===== src/rtl/mux9_scan_sequencer_pkg.sv =====
// Shared types and constants for the 9:1 mux scan sequencer.
// The settle counter width bounds the settle interval to 0..15 cycles.
package mux_scan_pkg;

  typedef enum logic [1:0] {
    IDLE   = 2'd0,
    SETTLE = 2'd1,
    SAMPLE = 2'd2,
    DONE   = 2'd3
  } scan_state_t;

  localparam int DEF_NUM_INPUTS = 9;
  localparam int DEF_SEL_W      = 4;
  localparam int SETTLE_W       = 4;

  // True when the given select addresses the final mux input of a scan.
  function automatic logic is_last_sel(input logic [DEF_SEL_W-1:0] sel,
                                       input int num_inputs);
    return (sel == DEF_SEL_W'(num_inputs - 1));
  endfunction

endpackage


===== src/rtl/mux9_scan_sequencer_if.sv =====
// Mux-side and consumer-side signals of the scan sequencer.
// The sequencer uses the slave modport; the surrounding logic uses master.
interface mux9_scan_sequencer_if #(
  parameter int NUM_INPUTS = mux_scan_pkg::DEF_NUM_INPUTS,
  parameter int SEL_W      = mux_scan_pkg::DEF_SEL_W
);

  logic                  start;
  logic [SEL_W-1:0]      sel;
  logic                  mux_out;
  logic [NUM_INPUTS-1:0] data_out;
  logic                  data_valid;
  logic                  data_ready;
  logic                  busy;

  modport slave (
    input  start,
    input  mux_out,
    input  data_ready,
    output sel,
    output data_out,
    output data_valid,
    output busy
  );

  modport master (
    output start,
    output mux_out,
    output data_ready,
    input  sel,
    input  data_out,
    input  data_valid,
    input  busy
  );

endinterface


===== src/rtl/mux9_scan_sequencer_settle_timer.sv =====
// Loadable settle down-counter; expire is a registered flag that is high
// exactly while the count sits at 1, i.e. during the last settle cycle.
module mux9_settle_timer #(
  parameter int W = mux_scan_pkg::SETTLE_W
) (
  input  logic         clk,
  input  logic         rst_n,
  input  logic         load,
  input  logic [W-1:0] load_val,
  output logic         expire
);

  logic [W-1:0] count_r;
  logic [W-1:0] count_nxt_s;
  logic         expire_r;

  // Next count: load wins, otherwise count down and rest at zero.
  always_comb begin
    count_nxt_s = count_r;
    if (load) begin
      count_nxt_s = load_val;
    end else if (count_r != {W{1'b0}}) begin
      count_nxt_s = count_r - W'(1);
    end else begin
      count_nxt_s = count_r;
    end
  end

  // Counter and expire flag registers.
  always_ff @(posedge clk or negedge rst_n) begin
    if (!rst_n) begin
      count_r  <= {W{1'b0}};
      expire_r <= 1'b0;
    end else begin
      count_r  <= count_nxt_s;
      expire_r <= (count_nxt_s == W'(1));
    end
  end

  assign expire = expire_r;

endmodule


===== src/rtl/mux9_scan_sequencer.sv =====
// Steps a 9:1 mux select through every input, samples each after a settle
// interval, and hands the packed word downstream on valid/ready.
module mux9_scan_sequencer #(
  parameter int NUM_INPUTS = mux_scan_pkg::DEF_NUM_INPUTS,
  parameter int SEL_W      = mux_scan_pkg::DEF_SEL_W,
  parameter int SETTLE_CYC = 1
) (
  input  logic                   clk,
  input  logic                   rst_n,
  mux9_scan_sequencer_if.slave   bus
);

  import mux_scan_pkg::*;

  localparam logic [SETTLE_W-1:0] SETTLE_VAL = SETTLE_W'(SETTLE_CYC);
  localparam logic [SEL_W-1:0]    LAST_SEL   = SEL_W'(NUM_INPUTS - 1);
  localparam bit                  NO_SETTLE  = (SETTLE_CYC == 0);

  scan_state_t           state_r;
  logic [SEL_W-1:0]      sel_r;
  logic [NUM_INPUTS-1:0] data_r;
  logic                  valid_r;
  logic                  busy_r;
  logic                  tmr_load_s;
  logic                  tmr_expire_s;
  logic                  last_s;

  assign last_s = (sel_r == LAST_SEL);

  // Timer is (re)armed whenever a settle interval begins.
  always_comb begin
    tmr_load_s = 1'b0;
    case (state_r)
      IDLE:    tmr_load_s = bus.start;
      SAMPLE:  tmr_load_s = !last_s;
      default: tmr_load_s = 1'b0;
    endcase
  end

  mux9_settle_timer #(.W(SETTLE_W)) u_settle_timer (
    .clk      (clk),
    .rst_n    (rst_n),
    .load     (tmr_load_s),
    .load_val (SETTLE_VAL),
    .expire   (tmr_expire_s)
  );

  // Scan FSM with select, capture word, valid and busy registers.
  always_ff @(posedge clk or negedge rst_n) begin
    if (!rst_n) begin
      state_r <= IDLE;
      sel_r   <= {SEL_W{1'b0}};
      data_r  <= {NUM_INPUTS{1'b0}};
      valid_r <= 1'b0;
      busy_r  <= 1'b0;
    end else begin
      case (state_r)
        IDLE: begin
          if (bus.start) begin
            data_r  <= {NUM_INPUTS{1'b0}};
            sel_r   <= {SEL_W{1'b0}};
            busy_r  <= 1'b1;
            state_r <= NO_SETTLE ? SAMPLE : SETTLE;
          end
        end
        SETTLE: begin
          if (tmr_expire_s) begin
            state_r <= SAMPLE;
          end
        end
        SAMPLE: begin
          for (int i = 0; i < NUM_INPUTS; i++) begin
            if (sel_r == SEL_W'(i)) begin
              data_r[i] <= bus.mux_out;
            end
          end
          if (last_s) begin
            valid_r <= 1'b1;
            state_r <= DONE;
          end else begin
            sel_r   <= sel_r + SEL_W'(1);
            state_r <= NO_SETTLE ? SAMPLE : SETTLE;
          end
        end
        DONE: begin
          // Start is deliberately not looked at here, even on the handshake cycle.
          if (bus.data_ready) begin
            valid_r <= 1'b0;
            busy_r  <= 1'b0;
            state_r <= IDLE;
          end
        end
        default: begin
          valid_r <= 1'b0;
          busy_r  <= 1'b0;
          state_r <= IDLE;
        end
      endcase
    end
  end

  assign bus.sel        = sel_r;
  assign bus.data_out   = data_r;
  assign bus.data_valid = valid_r;
  assign bus.busy       = busy_r;

endmodule


===== src/flat_wrapper.sv =====
// flat-port wrapper written by rule: the top's interface ports become plain ports
module mux9_scan_sequencer_flat import mux_scan_pkg::*;
#(
  parameter int NUM_INPUTS = mux_scan_pkg::DEF_NUM_INPUTS,
  parameter int SEL_W      = mux_scan_pkg::DEF_SEL_W,
  parameter int SETTLE_CYC = 1
)
  (clk, rst_n, bus_start, bus_mux_out, bus_data_ready, bus_sel, bus_data_out, bus_data_valid, bus_busy);
  mux9_scan_sequencer_if #(.NUM_INPUTS(NUM_INPUTS), .SEL_W(SEL_W)) bus_i ();
  input  logic clk;
  input  logic rst_n;
  input wire logic [$bits(bus_i.start)-1:0] bus_start;
  input wire logic [$bits(bus_i.mux_out)-1:0] bus_mux_out;
  input wire logic [$bits(bus_i.data_ready)-1:0] bus_data_ready;
  output wire logic [$bits(bus_i.sel)-1:0] bus_sel;
  output wire logic [$bits(bus_i.data_out)-1:0] bus_data_out;
  output wire logic [$bits(bus_i.data_valid)-1:0] bus_data_valid;
  output wire logic [$bits(bus_i.busy)-1:0] bus_busy;
  assign bus_i.start = bus_start;
  assign bus_i.mux_out = bus_mux_out;
  assign bus_i.data_ready = bus_data_ready;
  assign bus_sel = bus_i.sel;
  assign bus_data_out = bus_i.data_out;
  assign bus_data_valid = bus_i.data_valid;
  assign bus_busy = bus_i.busy;
  mux9_scan_sequencer #(.NUM_INPUTS(NUM_INPUTS), .SEL_W(SEL_W), .SETTLE_CYC(SETTLE_CYC)) u_core (.clk(clk), .rst_n(rst_n), .bus(bus_i));
endmodule

===== config.mk =====
export PLATFORM = sky130hd
export DESIGN_NAME = mux9_scan_sequencer_flat
export DESIGN_NICKNAME = d
export VERILOG_FILES = /design/src/rtl/mux9_scan_sequencer_pkg.sv /design/src/rtl/mux9_scan_sequencer_if.sv /design/src/rtl/mux9_scan_sequencer_settle_timer.sv /design/src/rtl/mux9_scan_sequencer.sv /design/src/flat_wrapper.sv
export SDC_FILE = /design/constraint.sdc
export NUM_CORES = 1
export LEC_CHECK = 0
export BUFFER_PORTS_ARGS = -buffer_cell sky130_fd_sc_hd__buf_2
export CORE_ASPECT_RATIO = 1.2
export CORE_MARGIN = 1
export CORE_UTILIZATION = 55
export CTS_BUF_LIST = sky130_fd_sc_hd__clkbuf_16
export CTS_CLUSTER_DIAMETER = 100
export DETAILED_ROUTE_END_ITERATION = 16
export PLACE_DENSITY = 0.87
export REMOVE_ABC_BUFFERS = 1
export SYNTH_ARGS = -nofsm -noshare
export SYNTH_HDL_FRONTEND = slang
export SYNTH_SLANG_ARGS = --single-unit

===== constraint.sdc =====
create_clock -name clk -period 1.9 [get_ports clk]
set_input_delay 0.19 -clock clk [delete_from_list [all_inputs] [get_ports clk]]
set_output_delay 0.19 -clock clk [all_outputs]
set_load 0.01 [all_outputs]

Word-level counts from Yosys, hierarchy flattened
Index checks and enable logic that the tools add are counted.
{"block": "word_totals", "reg_bits": 22, "inputBits": 5}
{"block": "classes", "n_addsub": 2, "eq_ne": 25, "muxes": 27, "reduce_logical": 20}
{"cell": "AND reduction 3 bit", "count": 13}
{"cell": "!= test 2 x 1 -> 1 bit (second input constant)", "count": 9}
{"cell": "case mux 9 bit (2 select lines)", "count": 1}
{"cell": "== test 4 x 3 -> 1 bit (second input constant)", "count": 4}
{"cell": "two-way mux 4 bit", "count": 4}
{"cell": "two-way mux 1 bit", "count": 12}
{"cell": "two-way mux 9 bit", "count": 1}
{"cell": "== test 4 x 1 -> 1 bit (second input constant)", "count": 2}
{"cell": "== test 4 x 2 -> 1 bit (second input constant)", "count": 2}
{"cell": "two-way mux 2 bit", "count": 4}
{"cell": "!= test 2 bit (second input constant)", "count": 4}
{"cell": "case mux 2 bit (4 select lines)", "count": 1}
{"cell": "case mux 4 bit (2 select lines)", "count": 1}
{"cell": "case mux 1 bit (2 select lines)", "count": 3}
{"cell": "nonzero test 2 bit", "count": 3}
{"cell": "adder 4 x 1 -> 4 bit (second input constant)", "count": 1}
{"cell": "== test 2 bit (second input constant)", "count": 2}
{"cell": "== test 4 bit (second input constant)", "count": 1}
{"cell": "logical NOT 4 bit", "count": 1}
{"cell": "nonzero test 4 bit", "count": 1}
{"cell": "subtractor 4 x 1 -> 4 bit (second input constant)", "count": 1}
{"cell": "== test 2 x 1 -> 1 bit (second input constant)", "count": 1}
{"cell": "logical NOT 2 bit", "count": 1}
{"cell": "logical NOT 1 bit", "count": 1}

Logic depth before layout (Yosys ltp)
Gate-level depths: netlist of run 1.
{"block": "depth", "word_depth": 5, "mapped_depth": 5, "ltp_nobuf": 5}

By module
From an unflattened synthesis of run 1, not the netlist that was laid out.
{"block": "unflattened", "hier_cells": 132, "area_unflattened_um2": 1278.7}
{"mod": "mux9_scan_sequencer", "n_inst": 1, "cells_each": 107, "area_per_inst_um2": 1006.0, "seq_area_each_um2": 425.4}
{"mod": "mux9_settle_timer", "n_inst": 1, "cells_each": 25, "area_per_inst_um2": 272.8, "seq_area_each_um2": 125.1}

Worst setup path before layout of run 1
No wires, ideal clock.
{"block": "synth_timing", "path_type": "register to register", "from": "register u_core.u_settle_timer.count_r[0]", "to": "register u_core.u_settle_timer.count_r[0]", "setup_time_ns": 0.124, "arrival_ns": 1.294, "t_required_ns": 1.776, "slack_ns": 0.481, "path_stages_with_launch": 6, "synth_period_minus_slack_ns": 1.419, "path_cell_list": "dfrtp_1 -> inv_1 -> ha_1 -> or3b_1 -> xnor2_1 -> nand2_1"}
{"block": "synth_via", "elab_chain_len": 3}
{"element": "from (decl)", "line_no": "mux9_scan_sequencer_settle_timer.sv:13", "rtl": "logic [W-1:0] count_r;"}
{"element": "from (signal assigned)", "line_no": "mux9_scan_sequencer_settle_timer.sv:32", "rtl": "count_r <= {W{1'b0}};"}
{"element": "from (signal assigned)", "line_no": "mux9_scan_sequencer_settle_timer.sv:35", "rtl": "count_r <= count_nxt_s;"}
{"element": "subtractor 4 x 1 -> 4 bit or nonzero test 4 bit (tied branches)", "line_no": "mux9_scan_sequencer_settle_timer.sv:23, mux9_scan_sequencer_settle_timer.sv:22"}
{"element": "two-way mux 4 bit *", "line_no": "mux9_scan_sequencer_settle_timer.sv:22", "rtl": "end else if (count_r != {W{1'b0}}) begin"}
{"element": "two-way mux 4 bit *", "line_no": "mux9_scan_sequencer_settle_timer.sv:20", "rtl": "if (load) begin"}
{"element": "net u_core.u_settle_timer.count_nxt_s[0]", "line_no": "mux9_scan_sequencer_settle_timer.sv:14", "rtl": "logic [W-1:0] count_nxt_s;"}
The timed path passes the listed nets; every way through them passes the cells marked *.
A chain may end at the register's enable or synchronous reset.

Final worst setup path of run 1
Ends and elaborated chain as after synthesis.

==> flow_metrics.env, run 1 <==
export IMPL_status="finished clean"
export IMPL_post_drt_via_cell_ratio=5.53
export IMPL_initial_utilization=0.592
export IMPL_tightest_hold_check_type="in -> reg"
export IMPL_tightest_slew_margin_relative_to_the_limit=0.674
export IMPL_setup_viol=0
export IMPL_cts_buffers_inserted=3
export IMPL_rows=18
export IMPL_number_of_fill_cells=166
export IMPL_synth_top_area_share=0.449
export IMPL_synth_largest_area_cell="sky130_fd_sc_hd__dfrtp_1"
export IMPL_die_y_um=53.7
export IMPL_ff2ff_setup_slack_ns=0.36
export IMPL_met3_wirelength_um=51
export IMPL_wl_met2_mm=1.39
export IMPL_global_route_usage_total=0.237
export IMPL_topRoutingLayerUsed="met4"
export IMPL_worst_setup_path_end_kind="flop"
export IMPL_wl_per_cell_um=14.5
export IMPL_power_ir_vdd_worst_v=0.00101
export IMPL_maxSlewViolCount=0
export IMPL_fmax_ghz=0.651
export IMPL_number_of_buffers_on_the_longest_clock_path=2
export IMPL_crit_path_max_incr_delay_ns=0.43
export IMPL_synth_yosys_warnings=0
export IMPL_wirelength_met1_mm=1.07
export IMPL_clock_latency_of_the_later_clocked_register_in_the_worst_skew_pair_ns=0.25
export IMPL_synth_yosys_seq_area_share=0.449
export IMPL_drive_above_1_share=0.228
export IMPL_critical_path_slowest_cell="sky130_fd_sc_hd__dfrtp_1"
export IMPL_clockRootBuffer="sky130_fd_sc_hd__clkbuf_16"
export IMPL_grt_pass1_vias=925
export IMPL_final_cell_area_um2=1420
export IMPL_hp_start="bus_data_ready"
export IMPL_htree_num_levels=1
export IMPL_tritoncts_num_sinks=22
export IMPL_rsz_0062_raised_after_global_routing="false"
export IMPL_drt_pass1_iterations=4
export IMPL_placed_cells=170
export IMPL_buffer_ports_inserted=19
export IMPL_netlist_area_um2=1230
export IMPL_core_region_area_um2=2070
export IMPL_final_min_period_over_clock_period=0.808
export IMPL_skew_ns=0.00274
export IMPL_place_detailed_hpwl_mm=1.86
export IMPL_final_hold_worst_slack_ns=0.253
export IMPL_power_density_nw_per_um2=1650
export IMPL_synth_instances=125
export IMPL_postSynthRegisterBits=22
export IMPL_setup_tns_final_ns=0
export IMPL_critPathTopFamily="simple AND/OR/NAND/NOR gates"
export IMPL_reg2reg_from="u_core.u_settle_timer.count_r[0]$_DFF_PN0_"
export IMPL_drcViolationCount=0
export IMPL_criticalPathCategory="reg -> reg"
export IMPL_dpl_cell_area_um2=1330
export IMPL_critical_path_n_buffers_inverters=1
export IMPL_post_route_util=0.684
export IMPL_gpl_final_weighted_congestion=0.892
export IMPL_syn_to_final_growth_pct=15.5
export IMPL_dr_total_vias=967
export IMPL_antenna_cells_inserted=0
export IMPL_drtIter0Drc=8
export IMPL_clk_pin_slew_ns=0.06
export IMPL_worst_ep_arrival_time_ns=1.67
export IMPL_worstPathCellList="inv_1, ha_1, or3b_1, xnor2_1, nand2_1"
export IMPL_fin_crit_ns=1.54
export IMPL_pin_count_of_the_biggest_net_entering_global_routing=23
export IMPL_ant_nets=0
export IMPL_max_cap_viol_count=0
export IMPL_dieArea_um2=2420
export IMPL_num_io_pins=20
export IMPL_timing_critical_path_fanout_max=6
export IMPL_post_layout_nonfiller_instances=175
export IMPL_worst_endpoint_required_ns=2.03
export IMPL_avgSynthCellArea_um2=9.81
export IMPL_grt_pass1_wl_mm=4.13
export IMPL_ys_types=38
export IMPL_yosys_top_cells_area="sky130_fd_sc_hd__dfrtp_1 45%, sky130_fd_sc_hd__ha_1 5.1%, sky130_fd_sc_hd__nand2_1 4.6%"
export IMPL_critPathLaunch="u_core.u_settle_timer.count_r[0]$_DFF_PN0_"
export IMPL_grt_antenna_before_repair=0
export IMPL_global_route_overflow_total=0
export IMPL_power_leakage_nw=0.667
export IMPL_num_nets_final=156
export IMPL_timing_worst_slew_pin_value_ns=0.489
export IMPL_die_x_um=45.1
export IMPL_tritoncts_clock_tree="yes"
export IMPL_startpoint_type_of_the_worst_setup_path="flop"
export IMPL_routed_wire_length_mm=2.54
export IMPL_final_hold_violation_count=0
cell type report:
cell class,count,area (um2),area share
tap,30,37.5,0.0265
inverter,5,18.8,0.0133
sequential,22,551,0.389
clock inverter,1,3.75,0.00265
multi-input combinational,94,626,0.442
timing repair buffer,20,105,0.0742
clock buffer,3,75.1,0.0530
what timing repair did:
action	4_1_cts	5_1_grt
endpoints found under the hold margin	22	0
buffers inserted	0	0
resized for setup	0	0
hold buffers	1	0
power breakdown:
| group | leakage [nW] | switching, mW | internal, mW |
|---|---|---|---|
| clock | 0.0385 | 0.163 | 0.281 |
| sequential | 0.282 | 0.232 | 0.659 |
| combinational | 0.347 | 0.542 | 0.457 |
| total | 0.667 | 0.936 | 1.40 |
per-stage QoR:
| step | setup slack (ns) | total power [mW] |
|---|---|---|
| 2_1_floorplan | 0.481 | 1.57 |
| 3_3_place_gp | 0.406 | 1.83 |
| 3_5_place_dp | 0.372 | 1.89 |
| 4_1_cts | 0.356 | 2.35 |
| 5_1_grt | 0.248 | 2.51 |
| 6_report | 0.364 | 2.33 |
worst register-to-register path: stages (launching register included):
cell and delay, ns:
sky130_fd_sc_hd__dfrtp_1 0.43, sky130_fd_sc_hd__inv_1 0.10, sky130_fd_sc_hd__ha_1 0.24, sky130_fd_sc_hd__or3b_1 0.43, sky130_fd_sc_hd__xnor2_1 0.15, sky130_fd_sc_hd__nand2_1 0.07
kinds of logic after synthesis:
logic type	after synthesis	share of synthesized area
AOI/OAI and AO/OA	30	0.149
xor gates and xnor gates	3	0.0214
adders and majority gates	5	0.0510
buffers and inverters	9	0.0408
DFF	22	0.449
muxes	2	0.0163
and+or+nand+nor	54	0.272
metal layers:
layer,vias up,GRT usage
met3,4,0.0302
li1,479,-
met5,-,0
met4,0,0.0909
met2,14,0.437
met1,470,0.273
cells in the final DEF (no fill, tap or decap):
cell type | netlist | final
sky130_fd_sc_hd__or3b_1 | 2 | 2
sky130_fd_sc_hd__mux2i_1 | 2 | 2
sky130_fd_sc_hd__nand3b_1 | 3 | 3
sky130_fd_sc_hd__o21bai_1 | 1 | 1
sky130_fd_sc_hd__nor3_1 | 1 | 1
sky130_fd_sc_hd__nor2b_1 | 2 | 2
sky130_fd_sc_hd__a211oi_2 | 1 | 1
sky130_fd_sc_hd__dlygate4sd3_1 | 0 | 1
sky130_fd_sc_hd__nand2_1 | 15 | 15
sky130_fd_sc_hd__a31oi_1 | 1 | 1
sky130_fd_sc_hd__clkinv_1 | 0 | 1
sky130_fd_sc_hd__clkbuf_16 | 0 | 3
sky130_fd_sc_hd__inv_1 | 5 | 5
sky130_fd_sc_hd__nand4_1 | 2 | 2
sky130_fd_sc_hd__and4bb_2 | 1 | 1
sky130_fd_sc_hd__nand2_2 | 1 | 1
sky130_fd_sc_hd__o211ai_1 | 3 | 3
sky130_fd_sc_hd__o21ai_0 | 4 | 4
sky130_fd_sc_hd__and2_2 | 4 | 4
sky130_fd_sc_hd__nor2b_4 | 1 | 1
sky130_fd_sc_hd__ha_1 | 5 | 5
sky130_fd_sc_hd__nor3b_1 | 1 | 1
sky130_fd_sc_hd__nand3_1 | 3 | 3
sky130_fd_sc_hd__nor2_1 | 6 | 6
sky130_fd_sc_hd__and2_1 | 4 | 4
sky130_fd_sc_hd__o22ai_1 | 8 | 8
sky130_fd_sc_hd__a32oi_1 | 1 | 1
sky130_fd_sc_hd__nand2b_1 | 3 | 3
sky130_fd_sc_hd__and3_1 | 1 | 1
sky130_fd_sc_hd__dfrtp_1 | 22 | 22
sky130_fd_sc_hd__nor4b_2 | 1 | 1
sky130_fd_sc_hd__nor2_2 | 1 | 1
sky130_fd_sc_hd__nor3b_4 | 1 | 1
sky130_fd_sc_hd__xor2_1 | 1 | 1
sky130_fd_sc_hd__buf_2 | 1 | 19
sky130_fd_sc_hd__a21oi_1 | 11 | 11
sky130_fd_sc_hd__and4b_1 | 1 | 1
sky130_fd_sc_hd__xnor2_1 | 2 | 2
registers in the layout, indices dropped and copies added, names as in the netlist:
name and count:
u_core.u_settle_timer.expire 1, u_core.bus.data_valid 1, u_core.bus.data_out 9, u_core.bus.busy 1, u_core.bus.sel 4, u_core.u_settle_timer.count_r 4, u_core.state_r 2
cells in the mapped netlist (all sizes together):
cell / number
o21ai: 4
buf: 2
inv: 5
and4bb: 1
xor2: 1
nor2b: 3
and2: 8
a211oi: 1
clkbuf: 2
or3b: 2
nand2b: 3
nand4: 2
and3: 1
and4b: 1
o21bai: 1
o211ai: 3
a31oi: 1
nand3: 3
nand2: 16
a32oi: 1
nand3b: 3
a21oi: 11
dfrtp: 22
mux2i: 2
nor3: 1
xnor2: 2
nor3b: 2
ha: 5
nor2: 7
nor4b: 1
o22ai: 8
final timing paths:
path | to | cells past startpoint
hold reg to reg | u_core.bus.busy$_DFFE_PN0P_ | 2
setup / recovery | u_core.u_settle_timer.count_r[0]$_DFF_PN0_ | 5
min in group asynchronous | u_core.bus.data_out[5]$_DFFE_PN0P_ | 2
max in group asynchronous | u_core.bus.data_valid$_DFFE_PN0P_ | 2
setup reg to reg | u_core.u_settle_timer.count_r[0]$_DFF_PN0_ | 5
hold / removal | u_core.state_r[1]$_DFFE_PN0P_ | 3
(Power assumes the default switching activity.)
==> inputs of run 2 (changes only) <==
--- a/config.mk
+++ b/config.mk
@@ -8,11 +8,11 @@
 export BUFFER_PORTS_ARGS = -buffer_cell sky130_fd_sc_hd__buf_2
 export CORE_ASPECT_RATIO = 1.2
 export CORE_MARGIN = 1
-export CORE_UTILIZATION = 55
+export CORE_UTILIZATION = 49
 export CTS_BUF_LIST = sky130_fd_sc_hd__clkbuf_16
 export CTS_CLUSTER_DIAMETER = 100
 export DETAILED_ROUTE_END_ITERATION = 16
-export PLACE_DENSITY = 0.87
+export PLACE_DENSITY = 0.83
 export REMOVE_ABC_BUFFERS = 1
 export SYNTH_ARGS = -nofsm -noshare
 export SYNTH_HDL_FRONTEND = slang
==> constraint.sdc (replaced) <==
create_clock -name clk -period 1.3 [get_ports clk]
set_input_delay 0.13 -clock clk [delete_from_list [all_inputs] [get_ports clk]]
set_output_delay 0.13 -clock clk [all_outputs]
set_load 0.01 [all_outputs]
==> run 2 against run 1 <==
Against the previous run: the run now ends with negative setup slack left; clock power up 47%; combinational power up 140%; via count increased by 16%; sequential cell count unchanged; design area rose by 24%; clock skew about the same.
==> flow_metrics.env, run 2 (synthesis results as in run 1) <==
export IMPL_drive_above_1_share=0.497
export IMPL_clk_pin_slew_ns=0.06
export IMPL_regToRegEndpoint="u_core.u_settle_timer.count_r[0]$_DFF_PN0_"
export IMPL_tightest_hold_check_type="in -> reg"
export IMPL_tritoncts_clock_tree="yes"
export IMPL_tritoncts_num_sinks=22
export IMPL_setup_slack_at_placement_ns=-0.105
export IMPL_grt_antenna_before_repair=0
export IMPL_power_ir_vdd_worst_v=0.00144
export IMPL_startpoint_type_of_the_worst_setup_path="flop"
export IMPL_critPathLaunch="u_core.u_settle_timer.count_r[1]$_DFF_PN0_"
export IMPL_num_nets_final=184
export IMPL_core_region_area_um2=2330
export IMPL_setup_tns_final_ns=-0.103
export IMPL_pin_count_of_the_biggest_net_entering_global_routing=23
export IMPL_clock_latency_of_the_later_clocked_register_in_the_worst_skew_pair_ns=0.25
export IMPL_die_y_um=56.8
export IMPL_reg2reg_from="u_core.u_settle_timer.count_r[1]$_DFF_PN0_"
export IMPL_drtIter0Drc=10
export IMPL_final_hold_violation_count=0
export IMPL_global_route_usage_total=0.251
export IMPL_rr_worst_depth=5
export IMPL_power_density_nw_per_um2=2440
export IMPL_layout_cells_most_common="sky130_fd_sc_hd__buf_4"
export IMPL_rsz_0062_raised_after_global_routing="true"
export IMPL_final_min_period_over_clock_period=1.03
export IMPL_maxSlewViolCount=0
export IMPL_violations="negative setup slack"
export IMPL_worst_setup_path_end_kind="flop"
export IMPL_timing_critical_path_fanout_max=3
export IMPL_rows=19
export IMPL_number_of_buffers_on_the_longest_clock_path=2
export IMPL_die_x_um=47.7
export IMPL_place_detailed_hpwl_mm=2.06
export IMPL_status="finished with violations"
export IMPL_ant_nets=0
export IMPL_drt_pass1_iterations=6
export IMPL_largest_register_ff_count=9
export IMPL_antenna_cells_inserted=0
export IMPL_tightest_slew_margin_relative_to_the_limit=0.670
export IMPL_timing_worst_slew_pin_value_ns=0.494
export IMPL_num_io_pins=20
export IMPL_grt_pass1_vias=1114
export IMPL_setup_viol=4
export IMPL_layout_common_cells="23 x sky130_fd_sc_hd__buf_4, 20 x sky130_fd_sc_hd__dfrtp_1, 19 x sky130_fd_sc_hd__buf_2"
export IMPL_gpl_final_weighted_congestion=0.880
export IMPL_power_leakage_nw=0.820
export IMPL_syn_to_final_growth_pct=43.3
export IMPL_worst_ep_arrival_time_ns=1.48
export IMPL_dr_total_vias=1125
export IMPL_global_route_overflow_total=0
export IMPL_fmax_ghz=0.749
export IMPL_wl_per_cell_um=14.8
export IMPL_post_drt_via_cell_ratio=5.51
export IMPL_buffer_ports_inserted=19
export IMPL_cts_buffers_inserted=3
export IMPL_routed_wire_length_mm=3.02
export IMPL_post_layout_nonfiller_instances=204
export IMPL_max_cap_viol_count=0
export IMPL_criticalPathCategory="reg -> reg"
export IMPL_clockRootBuffer="sky130_fd_sc_hd__clkbuf_16"
export IMPL_ff2ff_setup_slack_ns=-0.03
export IMPL_number_of_fill_cells=166
export IMPL_skew_ns=0.00313
export IMPL_dieArea_um2=2710
export IMPL_initial_utilization=0.526
export IMPL_worst_endpoint_required_ns=1.44
export IMPL_drcViolationCount=0
export IMPL_crit_path_end="u_core.u_settle_timer.count_r[0]$_DFF_PN0_"
export IMPL_placed_cells=193
export IMPL_fin_crit_ns=1.33
export IMPL_grt_pass1_wl_mm=4.82
export IMPL_post_route_worst_setup_slack_ns=-0.0347
export IMPL_htree_num_levels=1
## run 2: changes by cell type in the layout (fill, tap and decap cells not counted), moves of 3 or more
cell	before	now
sky130_fd_sc_hd__ha_1	5	1
sky130_fd_sc_hd__nor2_1	6	3
sky130_fd_sc_hd__buf_6	0	5
sky130_fd_sc_hd__inv_1	5	1
sky130_fd_sc_hd__ha_4	0	3
sky130_fd_sc_hd__inv_2	0	4
sky130_fd_sc_hd__buf_4	0	23
sky130_fd_sc_hd__o21ai_1	0	3
sky130_fd_sc_hd__o21ai_0	4	1
sky130_fd_sc_hd__a21oi_1	11	8
sky130_fd_sc_hd__a21oi_2	0	3
## run 2: metrics by stage
step,power (mW),cell area [um2],hold WS (ns),utilization
after detailed placement,3.15,1490,0.127,0.641
after floorplan,2.30,1190,-0.166,-
after global routing,4.62,1760,0.189,0.754
after global placement,3.02,1490,0.117,0.641
final,4.29,1760,0.175,0.754
after CTS,4.00,1650,0.177,0.709
## run 2: metal layers
metal | GRT usage | up-vias | share of wire
met4 | 0.107 | 0 | 0.031
met1 | 0.277 | 547 | 0.38
met2 | 0.452 | 27 | 0.56
met5 | 0 | - | 0
met3 | 0.0289 | 11 | 0.024
li1 | - | 540 | -
## run 2: area by class of cell
class	instances	area, um2	share of cell area
clock buffers	3	75.1	0.0427
clock inverters	1	3.75	0.00214
inverters	5	18.8	0.0107
multi-input cells	94	733	0.417
flip-flops and latches	22	553	0.315
well taps	31	38.8	0.0221
repair buffers	48	334	0.190
## run 2: power by group
group | leakage (nW) | internal, mW | switching [mW]
Sequential | 0.279 | 0.971 | 0.236
Clock | 0.0385 | 0.410 | 0.243
Combinational | 0.502 | 1.26 | 1.18
## run 2: critical path, cell delays in order (launching register included)
cell and delay (ns):
sky130_fd_sc_hd__dfrtp_1 0.39, sky130_fd_sc_hd__inv_2 0.09, sky130_fd_sc_hd__ha_4 0.13, sky130_fd_sc_hd__or3b_4 0.40, sky130_fd_sc_hd__xnor2_2 0.15, sky130_fd_sc_hd__nand2_1 0.06
## run 2: what timing repair did
action	in CTS	in global routing
hold buffers	1	0
hold endpoints to repair	22	0
pin swaps	5	17
buffers inserted	3	3
endpoints found under the setup margin	9	19
gates resized for setup	13	25
## run 2: worst min path at each step
stage                    from  slack, ns  cells after the start                             to
4_1_cts        bus_data_ready       0.18                      3  u_core.state_r[1]$_DFFE_PN0P_
5_1_grt        bus_data_ready       0.19                      3  u_core.state_r[1]$_DFFE_PN0P_
2_1_floorplan           rst_n      -0.17                      0    u_core.bus.busy$_DFFE_PN0P_
6_report       bus_data_ready       0.18                      3  u_core.state_r[1]$_DFFE_PN0P_
3_5_place_dp            rst_n       0.13                      1  u_core.bus.sel[2]$_DFFE_PN0P_
3_3_place_gp            rst_n       0.12                      1  u_core.bus.sel[2]$_DFFE_PN0P_
==> inputs of run 3 (changes only) <==
--- a/config.mk
+++ b/config.mk
@@ -17,3 +17,4 @@
 export SYNTH_ARGS = -nofsm -noshare
 export SYNTH_HDL_FRONTEND = slang
 export SYNTH_SLANG_ARGS = --single-unit
+export TNS_END_PERCENT = 5
==> run 3 against run 2 <==
Against the previous run: clock skew barely moved; the run still ends with negative setup slack left; critical path type unchanged; die area did not move; sequential share of layout area rose by 1.5 points; cell count fell by 1.5%; sequential power fell by 3%.
==> flow_metrics.env, run 3 (synthesis results as in run 1) <==
export IMPL_setup_viol=4
export IMPL_tritoncts_num_sinks=22
export IMPL_clk_pin_slew_ns=0.06
export IMPL_grt_pass1_wl_mm=4.73
export IMPL_die_x_um=47.7
export IMPL_initial_utilization=0.526
export IMPL_violations="negative setup slack"
export IMPL_status="finished with violations"
export IMPL_num_io_pins=20
export IMPL_critPathTopFamily="simple AND/OR/NAND/NOR gates"
export IMPL_cts_buffers_inserted=3
export IMPL_routed_wire_length_mm=2.80
export IMPL_largest_register_ff_count=9
export IMPL_rows=19
export IMPL_power_switching_mw=1.55
export IMPL_global_route_usage_total=0.246
export IMPL_internal_power_mw=2.49
export IMPL_post_layout_nonfiller_instances=201
export IMPL_pin_count_of_the_biggest_net_entering_global_routing=23
export IMPL_grt_pass1_vias=1103
export IMPL_drcViolationCount=0
export IMPL_worst_ep_arrival_time_ns=1.48
export IMPL_power_frac_seq=0.289
export IMPL_post_route_util=0.716
export IMPL_crit_path_max_incr_delay_ns=0.40
export IMPL_drt_pass1_iterations=4
export IMPL_syn_to_final_growth_pct=36.0
export IMPL_post_drt_via_cell_ratio=5.43
export IMPL_timing_worst_slew_pin_value_ns=0.493
export IMPL_power_share_of_the_clock_group=0.162
export IMPL_rsz_0062_raised_after_global_routing="true"
export IMPL_multi_input_area_um2=688
export IMPL_power_density_nw_per_um2=2420
export IMPL_layout_area_seq_um2=551
export IMPL_buffer_ports_inserted=19
export IMPL_grt_antenna_before_repair=0
export IMPL_gpl_final_weighted_congestion=0.880
export IMPL_dieArea_um2=2710
export IMPL_htree_num_levels=1
export IMPL_num_nets_final=181
export IMPL_dr_total_vias=1091
export IMPL_tightest_slew_margin_relative_to_the_limit=0.672
export IMPL_timing_critical_path_fanout_max=3
export IMPL_max_cap_viol_count=0
export IMPL_combinationalPowerShare=0.549
export IMPL_fin_crit_ns=1.34
export IMPL_placed_cells=193
export IMPL_worstPathCellList="inv_2, ha_4, or3b_4, xnor2_2, nand2_1"
export IMPL_final_min_period_over_clock_period=1.03
export IMPL_die_y_um=56.8
export IMPL_layout_common_cells="25 x sky130_fd_sc_hd__buf_4, 22 x sky130_fd_sc_hd__dfrtp_1, 19 x sky130_fd_sc_hd__buf_2"
export IMPL_worst_setup_path_end_kind="flop"
export IMPL_maxSlewViolCount=0
export IMPL_place_detailed_hpwl_mm=2.06
export IMPL_core_region_area_um2=2330
export IMPL_critical_path_n_buffers_inverters=1
export IMPL_final_hold_violation_count=0
export IMPL_worst_endpoint_required_ns=1.44
export IMPL_clock_latency_of_the_later_clocked_register_in_the_worst_skew_pair_ns=0.26
export IMPL_power_leakage_nw=0.798
export IMPL_drtIter0Drc=24
export IMPL_drive_above_1_share=0.418
export IMPL_post_route_worst_setup_slack_ns=-0.0379
export IMPL_antenna_cells_inserted=0
export IMPL_tightest_hold_check_type="in -> reg"
export IMPL_number_of_fill_cells=187
export IMPL_critical_path_slowest_cell="sky130_fd_sc_hd__or3b_4"
export IMPL_number_of_buffers_on_the_longest_clock_path=2
export IMPL_fmax_ghz=0.747
export IMPL_p_sw_frac=0.385
export IMPL_skew_ns=0.00355
export IMPL_global_route_overflow_total=0
export IMPL_tritoncts_clock_tree="yes"
export IMPL_report_power_total_mw=4.04
export IMPL_layout_cells_most_common="sky130_fd_sc_hd__buf_4"
export IMPL_power_ir_vdd_worst_v=0.00146
export IMPL_wl_per_cell_um=13.9
export IMPL_criticalPathCategory="reg -> reg"
export IMPL_ant_nets=0
export IMPL_startpoint_type_of_the_worst_setup_path="flop"
export IMPL_clockRootBuffer="sky130_fd_sc_hd__clkbuf_16"
[run 3: cell count changes in the layout (fill, tap and decap cells not counted), sizes merged]
cell / previous run / this run
buf: 47 / 44
[run 3: layer usage]
layer	global-route usage	vias to the layer above	wire length [um]
li1	-	533	-
met1	0.261	522	1090
met2	0.446	23	1550
met3	0.0322	13	58
met4	0.115	0	99
met5	0	-	0
[run 3: final cells by class]
type / instances / area share
multi-input cells: 94 / 0.413
flip-flops and latches: 22 / 0.330
repair buffers: 45 / 0.176
clock buffers: 3 / 0.0450
well taps: 31 / 0.0233
inverters: 5 / 0.0113
clock inverters: 1 / 0.00225
[run 3: worst min-delay path, delay by kind of cell]
| family | cells | cell delay, ns |
|---|---|---|
| compound gates | 1 | 0.09 |
| buf+inv | 1 | 0.12 |
| simple gates | 1 | 0.06 |
[run 3: worst paths after layout]
check | from | to | slack [ns] | cells after the start
setup / recovery | u_core.u_settle_timer.count_r[1]$_DFF_PN0_ | u_core.u_settle_timer.count_r[0]$_DFF_PN0_ | -0.04 | 5
max in group asynchronous | rst_n | u_core.bus.data_valid$_DFFE_PN0P_ | 0.60 | 2
setup reg to reg | u_core.u_settle_timer.count_r[1]$_DFF_PN0_ | u_core.u_settle_timer.count_r[0]$_DFF_PN0_ | -0.04 | 5
hold reg to reg | u_core.bus.busy$_DFFE_PN0P_ | u_core.bus.busy$_DFFE_PN0P_ | 0.53 | 2
min in group asynchronous | rst_n | u_core.bus.data_out[4]$_DFFE_PN0P_ | 0.37 | 2
hold / removal | bus_start | u_core.state_r[0]$_DFFE_PN0P_ | 0.18 | 3
[run 3: stage by stage]
| step | cell area, um2 | TNS, ns | worst slack (ns) | hold slack, ns |
|---|---|---|---|---|
| 2_1_floorplan | 1190 | -0.610 | -0.119 | -0.166 |
| 3_3_place_gp | 1490 | -0.0191 | -0.0191 | 0.117 |
| 3_5_place_dp | 1490 | -0.285 | -0.105 | 0.127 |
| 4_1_cts | 1630 | -0.122 | -0.0417 | 0.177 |
| 5_1_grt | 1670 | -0.905 | -0.0973 | 0.195 |
| 6_report | 1670 | -0.105 | -0.0379 | 0.178 |
[run 3: power by group through the flow]
stage          Clock, mW  Sequential, mW  Combinational [mW]
2_1_floorplan          0            1.33               0.973
3_3_place_gp           0            1.14                1.88
3_5_place_dp           0            1.17                1.98
4_1_cts            0.662            1.16                2.15
5_1_grt            0.692            1.22                2.47
6_report           0.654            1.17                2.22
[run 3: what timing repair did]
| item | 4_1_cts | 5_1_grt |
|---|---|---|
| endpoints found under the setup margin | 9 | 19 |
| hold buffers | 1 | 0 |
| pin swaps | 3 | 5 |
| resized for setup | 10 | 7 |
| hold endpoints to repair | 22 | 0 |
| buffers inserted | 2 | 1 |
